===== src/rtl/comp_sram_if.sv =====
// comp_sram_if: component-side request/response bundle between arbiter and responder.
interface comp_sram_if #(
    parameter int AW = 32,
    parameter int DW = 32,
    parameter int UW = 32,
    parameter int IW = 1
);
    logic          dv;
    logic [AW-1:0] addr;
    logic          write;
    logic [UW-1:0] user;
    logic [IW-1:0] id;
    logic [DW-1:0] wdata;
    logic [DW/8-1:0] wstrb;
    logic          last;
    logic          hld;
    logic          rd_err;
    logic          wr_err;
    logic [DW-1:0] rdata;
    modport master (output dv, addr, write, user, id, wdata, wstrb, last,
                    input hld, rd_err, wr_err, rdata);
    modport slave (input dv, addr, write, user, id, wdata, wstrb, last,
                   output hld, rd_err, wr_err, rdata);
endinterface


===== src/rtl/comp_sram_resp.sv =====
// comp_sram_resp: DEPTH-word memory responder with fixed read latency, range errors and post-reset scrub.
module comp_sram_resp #(
    parameter int            AW        = 32,
    parameter int            DW        = 32,
    parameter int            UW        = 32,
    parameter int            IW        = 1,
    parameter int            DEPTH     = 64,
    parameter logic [AW-1:0] BASE_ADDR = '0,
    parameter int            C_LAT     = 1
) (
    input logic       clk,
    input logic       rst,
    comp_sram_if.slave bus
);
    localparam int BC = DW / 8;
    localparam int BW = $clog2(BC);
    localparam int XW = $clog2(DEPTH);
    typedef enum logic {INIT, RUN} state_t;
    state_t        state, state_nx;
    logic [XW-1:0] cnt;
    logic [DW-1:0] mem [DEPTH];
    logic [AW-1:0] off, idx_full;
    logic [XW-1:0] idx;
    logic          in_rng, acc;
    logic          pv [C_LAT];
    logic          pe [C_LAT];
    logic [DW-1:0] pd [C_LAT];
    logic          unused_bits;
    assign off      = bus.addr - BASE_ADDR;
    assign idx_full = off >> BW;
    assign idx      = idx_full[XW-1:0];
    assign in_rng   = (bus.addr >= BASE_ADDR) && (idx_full < AW'(DEPTH));
    assign acc      = bus.dv && !bus.hld;
    assign unused_bits = ^{bus.user, bus.id, bus.last, off};
    always_ff @(posedge clk) begin
        if (rst) begin
            state <= INIT;
            cnt   <= '0;
        end else begin
            state <= state_nx;
            cnt   <= (state == INIT) ? cnt + XW'(1) : cnt;
        end
    end
    always_comb state_nx = (state == INIT && cnt == XW'(DEPTH - 1)) ? RUN : state;
    assign bus.hld    = (state == INIT);
    assign bus.wr_err = acc && bus.write && !in_rng;
    // Scrub and accepted writes are mutually exclusive since hld covers all of INIT.
    always_ff @(posedge clk) begin
        if (state == INIT)
            mem[cnt] <= '0;
        else if (!rst && acc && bus.write && in_rng)
            for (int b = 0; b < BC; b++)
                if (bus.wstrb[b]) mem[idx][8*b +: 8] <= bus.wdata[8*b +: 8];
    end
    // Data is captured at acceptance so later writes cannot disturb an in-flight read.
    always_ff @(posedge clk) begin
        if (rst) begin
            for (int i = 0; i < C_LAT; i++) begin
                pv[i] <= 1'b0;
                pe[i] <= 1'b0;
                pd[i] <= '0;
            end
        end else begin
            pv[0] <= acc && !bus.write;
            pe[0] <= !in_rng;
            pd[0] <= in_rng ? mem[idx] : '0;
            for (int i = 1; i < C_LAT; i++) begin
                pv[i] <= pv[i-1];
                pe[i] <= pe[i-1];
                pd[i] <= pd[i-1];
            end
        end
    end
    assign bus.rdata  = pv[C_LAT-1] ? pd[C_LAT-1] : '0;
    assign bus.rd_err = pv[C_LAT-1] && pe[C_LAT-1];
endmodule

===== src/flat_wrapper.sv =====
// flat-port wrapper written by rule: the top's interface ports become plain ports
module comp_sram_resp_flat 
#(
    parameter int            AW        = 32,
    parameter int            DW        = 32,
    parameter int            UW        = 32,
    parameter int            IW        = 1,
    parameter int            DEPTH     = 64,
    parameter logic [AW-1:0] BASE_ADDR = '0,
    parameter int            C_LAT     = 1
)
  (clk, rst, bus_dv, bus_addr, bus_write, bus_user, bus_id, bus_wdata, bus_wstrb, bus_last, bus_hld, bus_rd_err, bus_wr_err, bus_rdata);
  comp_sram_if #(.AW(AW), .DW(DW), .UW(UW), .IW(IW)) bus_i ();
  input logic clk;
  input logic rst;
  input wire logic [$bits(bus_i.dv)-1:0] bus_dv;
  input wire logic [$bits(bus_i.addr)-1:0] bus_addr;
  input wire logic [$bits(bus_i.write)-1:0] bus_write;
  input wire logic [$bits(bus_i.user)-1:0] bus_user;
  input wire logic [$bits(bus_i.id)-1:0] bus_id;
  input wire logic [$bits(bus_i.wdata)-1:0] bus_wdata;
  input wire logic [$bits(bus_i.wstrb)-1:0] bus_wstrb;
  input wire logic [$bits(bus_i.last)-1:0] bus_last;
  output wire logic [$bits(bus_i.hld)-1:0] bus_hld;
  output wire logic [$bits(bus_i.rd_err)-1:0] bus_rd_err;
  output wire logic [$bits(bus_i.wr_err)-1:0] bus_wr_err;
  output wire logic [$bits(bus_i.rdata)-1:0] bus_rdata;
  assign bus_i.dv = bus_dv;
  assign bus_i.addr = bus_addr;
  assign bus_i.write = bus_write;
  assign bus_i.user = bus_user;
  assign bus_i.id = bus_id;
  assign bus_i.wdata = bus_wdata;
  assign bus_i.wstrb = bus_wstrb;
  assign bus_i.last = bus_last;
  assign bus_hld = bus_i.hld;
  assign bus_rd_err = bus_i.rd_err;
  assign bus_wr_err = bus_i.wr_err;
  assign bus_rdata = bus_i.rdata;
  comp_sram_resp #(.AW(AW), .DW(DW), .UW(UW), .IW(IW), .DEPTH(DEPTH), .BASE_ADDR(BASE_ADDR), .C_LAT(C_LAT)) u_core (.clk(clk), .rst(rst), .bus(bus_i));
endmodule

===== config.mk =====
export PLATFORM = sky130hd
export DESIGN_NAME = comp_sram_resp_flat
export DESIGN_NICKNAME = d
export VERILOG_FILES = /design/src/rtl/comp_sram_if.sv /design/src/rtl/comp_sram_resp.sv /design/src/flat_wrapper.sv
export SDC_FILE = /design/constraint.sdc
export NUM_CORES = 2
export LEC_CHECK = 0
export CORE_ASPECT_RATIO = 1.75
export CORE_MARGIN = 5
export CORE_UTILIZATION = 50
export DETAILED_ROUTE_END_ITERATION = 10
export DONT_BUFFER_PORTS = 1
export PLACE_DENSITY = 0.7
export SYNTH_ARGS = -nofsm -noshare
export SYNTH_HDL_FRONTEND = slang
export SYNTH_SLANG_ARGS = --single-unit

===== constraint.sdc =====
create_clock -name clk -period 8.24 [get_ports clk]
set_input_delay 1.236 -clock clk [delete_from_list [all_inputs] [get_ports clk]]
set_output_delay 1.236 -clock clk [all_outputs]
set_load 0.01 [all_outputs]

======== After elaboration in Yosys (flattened, before gate mapping) ========
Memory sizes are Yosys's and may differ from the RTL's.
Index checks and enable logic that the tools add are counted.
word-level totals
  register bits after elaboration ......... 7
  bits in latches ......................... 0
  RAM bits ................................ 2,082
  memory bits (read-only) ................. 0
  output and inout port bits .............. 35
  logic and storage cells ................. 59
  memories ................................ 4
operators by class
  add/sub/neg operators ................... 1
  multiply operators ...................... 0
  div/mod/pow operators ................... 0
  order comparisons ....................... 2
  equal/unequal tests ..................... 1
  shift-type cells ........................ 0
  muxes and demuxes ....................... 31
  bitwise logic cells ..................... 1
  reductions and logical operators ........ 17
memory list
  name        words  bits a word  read ports  clocked after memory_dff  write ports  RTL line              source
  u_core.mem  64     32           1           0                         1            comp_sram_resp.sv:21  logic [DW-1:0] mem [DEPTH];
  u_core.pd   1      32           1           0                         1            comp_sram_resp.sv:27  logic [DW-1:0] pd [C_LAT];
  u_core.pe   1      1            1           0                         1            comp_sram_resp.sv:26  logic pe [C_LAT];
  u_core.pv   1      1            1           0                         1            comp_sram_resp.sv:25  logic pv [C_LAT];
operators with widths
  kind                                                                    number
  32-bit two-way mux                                                      4
  32-bit OR reduction                                                     2
  32-bit by 1-bit >= comparator with 1-bit output, second input constant  1
  30-bit by 7-bit < comparator with 1-bit output, second input constant   1
  1-bit two-way mux                                                       25
  1-bit logical AND                                                       10
  6-bit by 1-bit adder with 6-bit output, second input constant           1
  6-bit equality test, second input constant                              1
  6-bit two-way mux                                                       1
  4-bit two-way mux                                                       1
  1-bit zero test                                                         3
  1-bit OR reduction                                                      2
  1-bit inverter                                                          1

======== Logic depth before layout (Yosys ltp) ========
  depth in word-level cells ............... 9
  depth in mapped cells ................... 11

======== Worst setup path before layout ========
Ideal clock, no wire load.
  path type ............................... input to register
  start ................................... input port bus_addr[11]
  end ..................................... memory u_core.mem[23][16], enable pin
  data arrival time ....................... 3.851 ns
  data required time ...................... 7.845 ns
  slack ................................... 3.994 ns
  stages on the path ...................... 7
  buffers on the path ..................... 2
  cell sequence ........................... nor4_2 > nand4_2 > nor4_4 > buf_8 > mux2_2 > buf_2 > nor4_1
between the ends
  cells in the longest elaborated chain, start to end .. 8
RTL lines
  element                                                                                                            RTL line              source
  start: declaration                                                                                                 flat_wrapper.sv:17    input wire logic [$bits(bus_i.addr)-1:0] bus_addr;
  32-bit by 1-bit >= comparator with 1-bit output or 30-bit by 7-bit < comparator with 1-bit output (tied branches)  comp_sram_resp.sv:32  assign in_rng = (bus.addr >= BASE_ADDR) && (idx_full < AW'(DEPTH));
  1-bit logical AND (*)                                                                                              comp_sram_resp.sv:32
  1-bit logical AND (*)                                                                                              comp_sram_resp.sv:51  else if (!rst && acc && bus.write && in_rng)
  1-bit two-way mux                                                                                                  comp_sram_resp.sv:51
  1-bit two-way mux                                                                                                  comp_sram_resp.sv:49  if (state == INIT)
  1-bit two-way mux (implied by the code)                                                                            comp_sram_resp.sv:53  if (bus.wstrb[b]) mem[idx][8*b +: 8] <= bus.wdata[8*b +: 8];
  32-bit OR reduction (no line)                                                                                      n/a
  6-bit two-way mux (no line) or 4-bit two-way mux (tied branches)                                                   n/a
  end: declaration                                                                                                   comp_sram_resp.sv:21
Mark *: on every way between the ends. The rest lies on a longest branch, timed or not.

======== Final worst setup path ========
  start ................................... register u_core.state
  end ..................................... memory u_core.mem[12][21], enable pin
between the ends
  cells in the longest elaborated chain, start to end .. 9
RTL lines
  element                                                           RTL line              source
  start: declaration                                                comp_sram_resp.sv:19  state_t state, state_nx;
  start signal: assignment                                          comp_sram_resp.sv:40  state <= state_nx;
  1-bit logical AND                                                 comp_sram_resp.sv:33  assign acc = bus.dv && !bus.hld;
  1-bit logical AND (3 in a row)                                    comp_sram_resp.sv:51
  1-bit two-way mux                                                 comp_sram_resp.sv:51
  1-bit two-way mux                                                 comp_sram_resp.sv:49
  1-bit two-way mux (implied by the code)                           comp_sram_resp.sv:53
  32-bit OR reduction (no line)                                     n/a
  6-bit two-way mux (no line) or 4-bit two-way mux (tied branches)  n/a
Several ways; a longest one is shown, not always the timed one.

==> run_results.csv <==
group,metric,value,unit
drt,wl_met3,15400,µm
critical_path,r2r_end,"u_core.mem[12][21]",
critical_path,arrival,5.15,ns
placed_design,place_hpwl,111000,µm
drt,ant_nets,0,
critical_path,critical_path_peak_fanout,95,
global_routing,grt_pass1_vias,40957,
min_path,min_path_type,"input port to flop",
drt,wl_met1,70400,µm
drt,vias,39651,
sta,grt_setup_unrepaired,"no",
sta,post-route-period-util,57.3,%
critical_path,reg2reg_depth,7,
sta,whs,0.479,ns
synthesis,synthesis.area,82900,µm²
synthesis,ys_warn_count,0,
clock_tree,cts_buffer_depth,4,
sta,setup_viol,0,
critical_path,setup.worst_path.start_class,"flop",
drt,highest_layer,"met5",
global_routing,grt_pass1_wl,289000,µm
floorplan,ioPinCount,141,
layout,layout-drive-gt1-share,28.4,%
run_status,status,"finished with violations",
critical_path,rr_startpoint,"u_core.state",
synthesis,synth-edff-count,2048,
critical_path,critical_path_required,8.67,ns
floorplan,core_area,165000,µm²
drt,drt-total-wl,198000,µm
synthesis,yosys-top-cells-area,"edfxtp_1 (74%), mux4_2 (14%), nor4_2 (2.3%), mux2i_1 (2.2%), dfxtp_1 (0.99%)",
synthesis,yosysSeqAreaShare,75.2,%
layout,fin_nets,3962,
clock_tree,postCtsSetupRepairBufs,0,
critical_path,worstSetupPathType,"flop to flop",
min_path,hp-start,"rst",
pwr,ir_worst_vdd,0.153,mV
synthesis,synth_largest_type_area_fraction,74.2,%
min_path,min_to,"u_core.pe[0]",
pwr,powerDensity,224,nW/µm²
sta,fmax,0.212,GHz
placed_design,io_buffers,0,
sta,finalClockSkew,0.0415,ns
floorplan,rows,197,
synthesis,synth_flop_cell,"edfxtp_1",
clock_tree,clk_latency,0.82,ns
floorplan,start_util,50.3,%
layout,syn_to_final_growth,9.82,%
drt,wl_met2,103000,µm
drt,firstDrtPassIters,6,
clock_tree,cts_tree,"done",
global_routing,grt_max_degree,555,
floorplan,dieArea,174000,µm²
drt,avgViaCountPerCell,6.41,
synthesis,syn_inst,3841,
sta,drv_slew,489,
drt,wl_per_cell,31.9,µm
placed_design,gp_congestion,0.801,
synthesis,synth.avg_cell_area,21.6,µm²
sta,fin_tns_setup,0,ns
run_status,violations,"slew limit",
clock_tree,root_buffer,"clkbuf_16",
clock_tree,holdBufCountCts,0,
synthesis,ys_async_sr_fraction,0,%
global_routing,gr-usage-all-layers,22.4,%
min_path,hold_depth,1,
sta,worst_slew_pin_slew,2.59,ns
synthesis,syn_nets,3948,
global_routing,antenna_found_initial,17,
synthesis,yosys.area.top_type,"edfxtp_1",
critical_path,r2r_slack,3.52,ns
pwr,p_total,20.4,mW
global_routing,grt-ovfl-total,0,
floorplan,die_w,318,µm
run,cap_violations,0,
clock_tree,cts_sinks,2089,
clock_tree,cts_resized,0,
floorplan,die_h,549,µm
sta,period_needed,4.72,ns
layout,utilization,55.3,%
drt,drt_iter0_markers,4401,
clock_tree,ctsHtreeMaxLevel,4,
synthesis,yosys_register_bits,2089,
pwr,p_leak,25.7,nW
synthesis,ys_types,64,
clock_tree,cts_buffers,181,
critical_path,cp-end-kind,"flop",
clock_tree,clkTransAtPathRegs,0.07,ns
sta,relSlewSlack,-72.7,%
drt,drcViolationCount,0,
layout,num-fill-cells,12220,
sta,finalHoldViolations,0,
cells by family after synthesis:
family | synth area share (%)
fa+ha+maj | 0.0151
compound gates | 2.19
mux | 16.2
flops | 75.2
buf+inv | 1.88
simple gates | 4.50
xor+xnor | 0.0423
metrics by stage:
step | instances | setup WS (ns) | cell area (µm²)
4_1_cts | 6179 | 3.47 | 91000
6_report | 6188 | 3.52 | 91000
3_3_place_gp | 5860 | 2.72 | 85300
5_1_grt | 6186 | 3.30 | 91000
3_5_place_dp | 5860 | 2.64 | 85300
2_1_floorplan | 3841 | 3.99 | 82900
cell usage in the layout (no fill, tap or decap), types with 4 or more instances in the layout:
master	n
nor4_1	32
nor3_1	67
dfxtp_1	40
a22oi_1	59
and2_1	34
mux4_2	503
buf_4	122
clkinv_2	35
and2_2	33
mux2i_4	9
o211a_1	11
clkbuf_16	184
a22o_1	17
clkbuf_1	40
o211ai_1	6
mux2_4	4
o22ai_1	21
clkbuf_8	13
mux2_2	12
nand2b_1	5
clkinv_1	24
nand2_1	61
a31oi_4	4
a211o_1	5
nand3_1	13
a221oi_1	25
edfxtp_1	2048
mux2i_1	176
a21oi_1	37
bufinv_16	12
nor2_1	45
nor4_2	167
o21ai_0	21
o32ai_1	7
diode_2	8
nor2b_1	4
a31oi_1	15
nand3b_1	5
clkinvlp_4	8
metal layers:
layer | GRT usage, % | vias to the layer above
li1 | - | 16297
met1 | 28.2 | 21095
met2 | 39.2 | 1836
met3 | 3.91 | 407
met4 | 8.75 | 16
met5 | 0 | -
layout make-up:
type	instances	area, µm²	share of cell area (%)
diodes	8	20.0	0.0220
flip-flops and latches	2089	62300	68.5
clock inverters	82	728	0.800
well taps	2189	2740	3.01
multi-input cells	1456	19300	21.2
clock buffers	237	4930	5.42
repair buffers	124	941	1.03
inverters	3	12.5	0.0137
worst max-delay path, stage by stage, from the launching register on:
cell,delay (ns)
dfxtp_1,0.64
and3_1,0.57
o41ai_1,0.21
nor4_4,0.22
buf_12,0.39
mux2_8,0.73
buf_4,0.46
nor4_2,0.96
how the worst max path moves through the flow:
stage	start	to	cells past startpoint	slack, ns
detailed placement	bus_addr[17]	u_core.mem[39][17]	7	2.64
global placement	bus_addr[17]	u_core.mem[38][22]	7	2.72
CTS	u_core.state	u_core.mem[12][20]	7	3.47
finish	u_core.state	u_core.mem[12][21]	7	3.52
floorplan	bus_addr[11]	u_core.mem[23][16]	7	3.99
global route	u_core.state	u_core.mem[8][22]	7	3.30
synthesized netlist by cell type, types with 6 or more instances:
master,n
nor4_1,44
mux2i_1,179
buf_2,110
buf_4,40
buf_1,10
nor3_1,68
mux2_2,17
o211a_1,11
a31oi_1,18
edfxtp_1,2048
o22ai_1,21
o21ai_0,21
a22o_1,17
o32ai_1,7
nor2_1,51
buf_6,20
mux4_2,503
nor4_2,155
a22oi_1,59
dfxtp_1,41
o211ai_1,6
a21oi_1,37
and2_1,67
nor2b_1,8
clkbuf_1,112
nand3_1,13
nand2_1,61
a221oi_1,25
report_power, final:
| part | total (mW) | switching [mW] | internal (mW) |
|---|---|---|---|
| logic | 0.494 | 0.271 | 0.223 |
| registers | 11.6 | 0.0195 | 11.6 |
| clock network | 8.31 | 3.71 | 4.60 |
sequential cells by signal (all words and copies together) (netlist names):
signal        cells
u_core.cnt        6
u_core.mem     2048
u_core.pd        32
u_core.pe         1
u_core.pv         1
u_core.state      1
Note: power is estimated with default switching activity, not from simulation.
